[config.mk]
export PLATFORM = sky130hd
export DESIGN_NAME = div_seq
export DESIGN_NICKNAME = d
export VERILOG_FILES = /design/src/rtl/div_seq_pkg.sv /design/src/rtl/div_seq.sv
export SDC_FILE = /design/constraint.sdc
export NUM_CORES = 1
export LEC_CHECK = 0
export ABC_AREA = 1
export BUFFER_PORTS_ARGS = -buffer_cell sky130_fd_sc_hd__buf_2
export CORE_ASPECT_RATIO = 1.1
export CORE_UTILIZATION = 49
export CTS_CLUSTER_SIZE = 12
export DETAILED_ROUTE_END_ITERATION = 12
export GPL_TIMING_DRIVEN = 0
export PLACE_DENSITY = 0.7
export SYNTH_ARGS = -nofsm -noshare
export SYNTH_HDL_FRONTEND = slang
export SYNTH_SLANG_ARGS = --single-unit
[constraint.sdc]
create_clock -name clk -period 3.5 [get_ports clk]
set_input_delay 0.35 -clock clk [delete_from_list [all_inputs] [get_ports clk]]
set_output_delay 0.35 -clock clk [all_outputs]
set_load 0.1 [all_outputs]
[src/rtl/div_seq_pkg.sv]
// rtl/div_seq_pkg.sv - shared EX-stage defines: divider state encodings, result width, div aluops
package div_seq_pkg;

    localparam int REG_DATA_WIDTH   = 32;
    localparam int DIV_RESULT_WIDTH = 2 * REG_DATA_WIDTH;

    localparam logic [7:0] EXE_DIV_OP  = 8'b0001_1010;
    localparam logic [7:0] EXE_DIVU_OP = 8'b0001_1011;

    typedef enum logic [1:0] {
        DIV_IDLE    = 2'b00,
        DIV_BY_ZERO = 2'b01,
        DIV_RUN     = 2'b10,
        DIV_DONE    = 2'b11
    } div_state_e;

endpackage

[src/rtl/div_seq.sv]
// rtl/div_seq.sv - radix-2 restoring signed/unsigned divider for the EX stage (option: DIV_ZERO_FLAG_EN)
module div_seq
    import div_seq_pkg::*;
#(
    parameter int DATA_W = 32,
    parameter int CNT_W  = 6
) (
    input  logic                clk,
    input  logic                rst_n,
    input  logic                start,
    input  logic                signed_div,
    input  logic [DATA_W-1:0]   op1,
    input  logic [DATA_W-1:0]   op2,
    input  logic                annul,
`ifdef DIV_ZERO_FLAG_EN
    output logic                div_zero,
`endif
    output logic [2*DATA_W-1:0] result,
    output logic                ready,
    output logic                busy
);

    div_state_e state, state_nxt;

    logic [CNT_W-1:0]    cnt;
    logic [2*DATA_W:0]   work;
    logic [DATA_W-1:0]   divisor;
    logic                q_neg;
    logic                r_neg;

    logic                op1_neg, op2_neg;
    logic [DATA_W-1:0]   op1_abs, op2_abs;
    logic [2*DATA_W:0]   shifted;
    logic [DATA_W:0]     trial;
    logic [2*DATA_W:0]   work_nxt;
    logic [DATA_W-1:0]   quot_raw, rem_raw, quot_fix, rem_fix;
    logic                last;
    logic                accept;

    assign accept  = start & ~annul;
    assign op1_neg = signed_div & op1[DATA_W-1];
    assign op2_neg = signed_div & op2[DATA_W-1];
    assign op1_abs = op1_neg ? (~op1 + 1'b1) : op1;
    assign op2_abs = op2_neg ? (~op2 + 1'b1) : op2;

    // One restoring step: shift, then trial-subtract the divisor from the upper DATA_W+1 bits.
    assign shifted  = {work[2*DATA_W-1:0], 1'b0};
    assign trial    = shifted[2*DATA_W:DATA_W] - {1'b0, divisor};
    assign work_nxt = trial[DATA_W] ? shifted : {trial, shifted[DATA_W-1:1], 1'b1};
    assign quot_raw = work_nxt[DATA_W-1:0];
    assign rem_raw  = work_nxt[2*DATA_W-1:DATA_W];
    assign quot_fix = q_neg ? (~quot_raw + 1'b1) : quot_raw;
    assign rem_fix  = r_neg ? (~rem_raw + 1'b1) : rem_raw;
    assign last     = (cnt == CNT_W'(DATA_W - 1));

    assign ready = (state == DIV_DONE);
    assign busy  = ((state == DIV_IDLE) & accept) | (state == DIV_BY_ZERO) | (state == DIV_RUN);

    always_ff @(posedge clk) begin
        if (!rst_n) state <= DIV_IDLE;
        else        state <= state_nxt;
    end

    always_comb begin
        state_nxt = state;
        case (state)
            DIV_IDLE:    if (accept) state_nxt = (op2 == '0) ? DIV_BY_ZERO : DIV_RUN;
            DIV_BY_ZERO: state_nxt = annul ? DIV_IDLE : DIV_DONE;
            DIV_RUN:     state_nxt = annul ? DIV_IDLE : (last ? DIV_DONE : DIV_RUN);
            DIV_DONE:    if (annul || !start) state_nxt = DIV_IDLE;
            default:     state_nxt = DIV_IDLE;
        endcase
    end

    always_ff @(posedge clk) begin
        if (!rst_n) begin
            cnt     <= '0;
            work    <= '0;
            divisor <= '0;
            q_neg   <= 1'b0;
            r_neg   <= 1'b0;
            result  <= '0;
        end else begin
            case (state)
                DIV_IDLE: begin
                    if (accept && op2 != '0) begin
                        q_neg   <= op1_neg ^ op2_neg;
                        r_neg   <= op1_neg;
                        divisor <= op2_abs;
                        work    <= {{(DATA_W+1){1'b0}}, op1_abs};
                        cnt     <= '0;
                    end
                end
                DIV_BY_ZERO: begin
                    if (!annul) result <= '0;
                end
                DIV_RUN: begin
                    if (!annul) begin
                        work <= work_nxt;
                        cnt  <= cnt + 1'b1;
                        if (last) result <= {rem_fix, quot_fix};
                    end
                end
                default: ;
            endcase
        end
    end

`ifdef DIV_ZERO_FLAG_EN
    // Flag follows the divide-by-zero path only: set entering BY_ZERO, kept while it lands in DONE.
    always_ff @(posedge clk) begin
        if (!rst_n) div_zero <= 1'b0;
        else        div_zero <= (state_nxt == DIV_BY_ZERO) | (div_zero & (state_nxt == DIV_DONE));
    end
`endif

endmodule
==> results.toml, run 1 <==
[power]
vdd_drop_max_uv = 295
swShare_pct = 34.2
pwr-share-comb_pct = 25.7
p_clk_share_pct = 38.4
power.switching_mw = 1.94
internal-power_mw = 3.72
power.density_nw_per_um2 = 372
finalPower_mw = 5.66
p_leak_nw = 7.38
pwr-share-seq_pct = 35.9

[die]
start_util_pct = 49.9
die_y_um = 170
rows = 61
pin_count = 135
core_um2 = 25300
die_w_um = 155
die_area_um2 = 26400

[global_route]
grt_pass1_wl_mm = 70.4
grt_use_total_pct = 34.5
grt-ovfl-total = 0
grt_pass1_vias = 13400
grt_max_degree = 19
antenna_found_initial = 0

[logic_synthesis]
yosys_warnings = 0
synth_edf_count = 0
synth_compound_area_share_pct = 15.0
ys_seq_elements = 170
yosysSeqAreaShare_pct = 27.0
syn-num-nets = 2219
synth.mux.area_fraction_pct = 0
syn_inst = 2112
synth_top_family_by_area = "simple AND/OR/NAND/NOR gates"
yosys_most_used_dff = "dfxtp_1"
synthesis.area_um2 = 12600
synthSimpleGateAreaFrac_pct = 38.6
synth_xor_area_share_pct = 4.37
synth_fa_ha_area_share_pct = 3.83
synth_cell_types = 46
async_flop_share_pct = 0
syn_area_per_cell_um2 = 5.97

[drt]
drcViolationCount = 0
via_per_inst = 5.44
dr_total_vias = 14400
routed_wl_mm = 45.0
antenna_left = 0
dr.pass1.iters = 7
post_drt_wl_per_cell_um = 17.0
drtIter0Drc = 1283

[sta]
fin_worst_skew_ns = 0.0193
setup_viol = 1
tightest_slew_ns = 0.870
max-slew-margin-rel_pct = 42.0
rsz0062_at_grt = "true"
hold_viol = 0
whs_ns = 0.168
final-max-slew-violation-count = 0
fin_setup_tns_ns = -0.00573
fin_ws_ns = -0.00573
fin_crit_sh_pct = 100
max_freq_ghz = 0.285
final.min_clock_period_ns = 3.51

[placed_design]
dp_cells = 2591
gp_congestion = 0.970
hpwl_mm = 35.5
numPortBuffers = 133

[flow_run]
drv_cap = 0

[cells_and_area]
drive_gt1_share_pct = 17.0
layout_commonest_cell = "nand2_1"
final_nets = 2397
final_cell_mix = "nand2_1, inv_1, a21oi_1, nand3_1, dfxtp_1"
antenna_cells = 0
area_delta_synth_final_pct = 20.8
fill_cells = 2509
stdcell_count = 2649

[critical_path]
crit_path_end = "result[28]"
end_kind = "flip-flop"
reg2reg_slack_ns = -0.006
worstPathArrival_ns = 3.89
critPathLaunch = "divisor[0]"
path_class = "reg -> reg"
critPathRequiredTime_ns = 3.88
r2r-end = "result[28]"
worst-path-max-fanout = 4
reg2reg_depth = 27
crit_path_start_kind = "flip-flop"
reg2reg_from = "divisor[0]"

[clock_network]
cts_tree = "built"
cts_buffer_depth = 2
clock-sinks = 170
cts-htree-levels = 4
cts-root-buf = "clkbuf_16"
clock_latency_ns = 0.45
cts_buffers = 17
clkTransAtPathRegs_ns = 0.08

[run_status]
violations = "negative setup slack"
status = "finished with violations"

[min_path]
min_path_type = "in -> reg"
min_from = "op2[0]"
## Yosys cell counts, types with 6 or more instances
cell type  number  area share (%)
a21oi_1       195             7.7
a31oi_1        14            0.69
and2_1          9            0.45
buf_1          11            0.33
buf_6           6            0.54
clkbuf_1       53             1.6
dfxtp_1       170              27
ha_1           37             3.7
inv_1         277             8.2
nand2_1       674              20
nand2_2        31             1.5
nand2_4         6            0.54
nand3_1       161             6.4
nand3_2         6            0.48
nand3b_1       10            0.60
nand4_1        14            0.69
nor2_1        151             4.5
nor2_2         15            0.74
nor3_1         28             1.1
nor4_1         12            0.60
o211ai_1        6            0.36
o21ai_0        82             3.3
o21ai_1         7            0.28
o221ai_1       12            0.83
o22ai_1         6            0.30
or2_2           9            0.45
xnor2_1        21             1.5
xor2_1         42             2.9
## stage by stage
stage	utilization, %	cell area (um2)	setup WS, ns
after detailed placement	54.5	13800	-0.699
after floorplan	-	12700	-0.122
after global placement	54.5	13800	-0.670
after CTS	59.0	14900	0.00657
final	60.3	15200	-0.00573
after global routing	60.3	15200	-0.192
## how the worst min path moves through the flow
stage / cells after the start / endpoint / slack (ns)
after floorplan: 2 / divisor[25] / 0.43
after global placement: 2 / result[57] / 0.45
after detailed placement: 2 / result[51] / 0.45
after CTS: 3 / divisor[0] / 0.17
after global routing: 3 / divisor[0] / 0.19
final: 3 / divisor[0] / 0.17
## metal layers
metal  GRT usage, %  wire length [um]
met2           58.7             21100
met1           42.7             19000
met4           18.3              2260
met3           3.79              2590
met5              0                 0
## flip-flops by register name, summed over array words and instances, names as in the netlist
signal	flops
cnt	6
divisor	32
q_neg	1
r_neg	1
result	64
state	2
work	64
## cells by family (layout without fill, tap and decap cells)
family                     Yosys count  in the layout
xor gates and xnor gates            63             63
DFF                                170            170
adders and majority gates           38             38
AOI/OAI and AO/OA                  345            345
buffers and inverters              362            553
and+or+nand+nor                   1134           1134
## power by group through the flow
stage	Sequential, mW	Clock [mW]	Combinational [mW]
after detailed placement	2.07	0	1.29
after global placement	2.07	0	1.28
after CTS	2.03	2.18	1.37
after floorplan	2.06	0	0.914
after global routing	2.04	2.26	1.60
final	2.03	2.17	1.45
## worst max-delay path, cell delays in order, from the launching register on
cell,delay (ns)
dfxtp_4,0.39
ha_4,0.14
inv_4,0.03
fa_2,0.36
nand2_2,0.08
nand2_2,0.07
nand3_2,0.07
nand2_2,0.07
nand2_2,0.08
nand2_4,0.05
nand2_4,0.10
nand3_4,0.11
nand2_8,0.11
ha_4,0.14
nand3_4,0.08
nor3_4,0.14
nand3_2,0.13
nor3_4,0.16
nand3_1,0.13
nand2_2,0.11
o21ai_4,0.07
nor2_2,0.12
nand2_2,0.11
nor2_4,0.16
o21ai_2,0.08
a21oi_2,0.13
o21ai_1,0.09
a21oi_1,0.14
## timing repair
action,CTS,global route
gates resized for setup,47,81
buffers inserted,14,14
pin swaps,10,10
setup endpoints to repair,12,58
hold buffers,0,0
## cell type report
class                           instances  area (um2)  area share [%]
Tap cell                              346         433            2.84
Buffer                                 74         323            2.12
Multi-Input combinational cell       1580        8410            55.2
Timing Repair Buffer                  160         872            5.72
Inverter                              287        1080            7.12
Clock buffer                           17         425            2.79
Clock inverter                         15         253            1.66
Sequential cell                       170        3430            22.5
(Power assumes the default switching activity.)
==> run 2, diff against run 1 <==
Settings changed: MAX_ROUTING_LAYER from default to met4.
==> results.toml, run 2 (same netlist as run 1, synthesis figures left out) <==
[clock_network]
cts_hold_buf = 0
clkTransAtPathRegs_ns = 0.07
cts-root-buf = "clkbuf_16"
clock-sinks = 170
cts_buffer_depth = 2
cts_tree = "built"
cts-htree-levels = 4
cts_buffers = 17
clock_latency_ns = 0.45

[sta]
fin_crit_sh_pct = 101
max-slew-margin-rel_pct = 40.5
max_freq_ghz = 0.282
final-max-slew-violation-count = 0
fin_worst_skew_ns = 0.0141
setup_viol = 3
final.min_clock_period_ns = 3.55
rsz0062_at_grt = "true"
hold_viol = 0
tightest_slew_ns = 0.893
fin_ws_ns = -0.0480
whs_ns = 0.175

[run_status]
violations = "negative setup slack"
status = "finished with violations"

[critical_path]
worst-path-max-fanout = 10
max_stage_delay_ns = 0.34
worstPathArrival_ns = 3.93
critPathRequiredTime_ns = 3.89
slowest_stage = "dfxtp_1"
crit_path_start_kind = "flip-flop"
path_class = "reg -> reg"
end_kind = "flip-flop"

[drt]
drcViolationCount = 0
routed_wl_mm = 45.6
drtIter0Drc = 1097
via_per_inst = 5.43
post_drt_wl_per_cell_um = 17.2
dr.pass1.iters = 6
antenna_left = 0
dr_total_vias = 14400

[die]
die_area_um2 = 26400
core_um2 = 25300
die_w_um = 155
pin_count = 135
die_y_um = 170
start_util_pct = 49.9
rows = 61

[placed_design]
hpwl_mm = 35.9
place_ws_ns = -0.732
gp_congestion = 0.991
numPortBuffers = 133

[power]
power.density_nw_per_um2 = 361
finalPower_mw = 5.46
vdd_drop_max_uv = 328
p_leak_nw = 7.36

[global_route]
grt_max_degree = 17
grt_pass1_wl_mm = 71.4
grt_use_total_pct = 36.3
grt_pass1_vias = 13600
antenna_found_initial = 1
grt-ovfl-total = 0

[cells_and_area]
final_cell_mix = "nand2_1, inv_1, a21oi_1, nand3_1, dfxtp_1"
reg_top3 = "result: 64 flops, work: 64 flops, divisor: 32 flops"
drive_gt1_share_pct = 16.5
layout_commonest_cell = "nand2_1"
area_delta_synth_final_pct = 20.1
final_nets = 2401

[flow_run]
drv_cap = 0

[min_path]
min_path_type = "in -> reg"
-- run 2: worst max-delay path: cells and delay by family (launching register included) --
family	cells	cell delay, ns
and+or+nand+nor	17	1.99
adders and majority gates	2	0.44
DFF	1	0.34
buffers and inverters	2	0.19
AOI/OAI and AO/OA	5	0.51
-- run 2: final timing paths --
kind / start / end / slack, ns / cells after the start
worst max register to register: divisor[27] / result[28] / -0.05 / 26
worst max-delay path: divisor[27] / result[28] / -0.05 / 26
worst min-delay path: op2[0] / divisor[0] / 0.17 / 3
worst min register to register: result[21] / result[21] / 0.46 / 2
-- run 2: cell type report --
type	instances	area, um2
tap	346	433
fill	2544	10100
buffer	75	347
clock buffer	18	439
sequential	170	3430
timing repair buffer	163	891
antenna	1	2.50
clock inverter	13	161
inverter	287	1080
multi-input combinational	1580	8370
-- run 2: power by group --
group,total [mW],internal [mW],switching [mW]
Clock,1.99,1.09,0.896
Sequential,2.03,1.98,0.0476
Combinational,1.45,0.495,0.950
Total,5.46,3.57,1.89
-- run 2: routing by layer --
metal,track usage [%],share of wire (%),vias up
li1,-,-,7133
met1,43.3,42,6640
met2,59.4,47,511
met3,4.15,5.8,127
met4,20.5,5.4,0
met5,-,0,-
-- run 2: what timing repair did --
item                       CTS  global route
gates resized for setup     69            44
buffers inserted            16            14
setup endpoints to repair   12            57
pin swaps                   19             9
-- run 2: metrics by stage --
step                      setup TNS, ns  std cells  cell area, um2  utilization [%]
final                           -0.0977       2653           15100             60.0
after floorplan                  -0.213       2112           12700                -
after global placement            -3.58       2591           13800             54.5
after detailed placement          -3.85       2591           13800             54.5
after CTS                             0       2638           14900             59.1
after global routing              -1.49       2653           15100             60.0
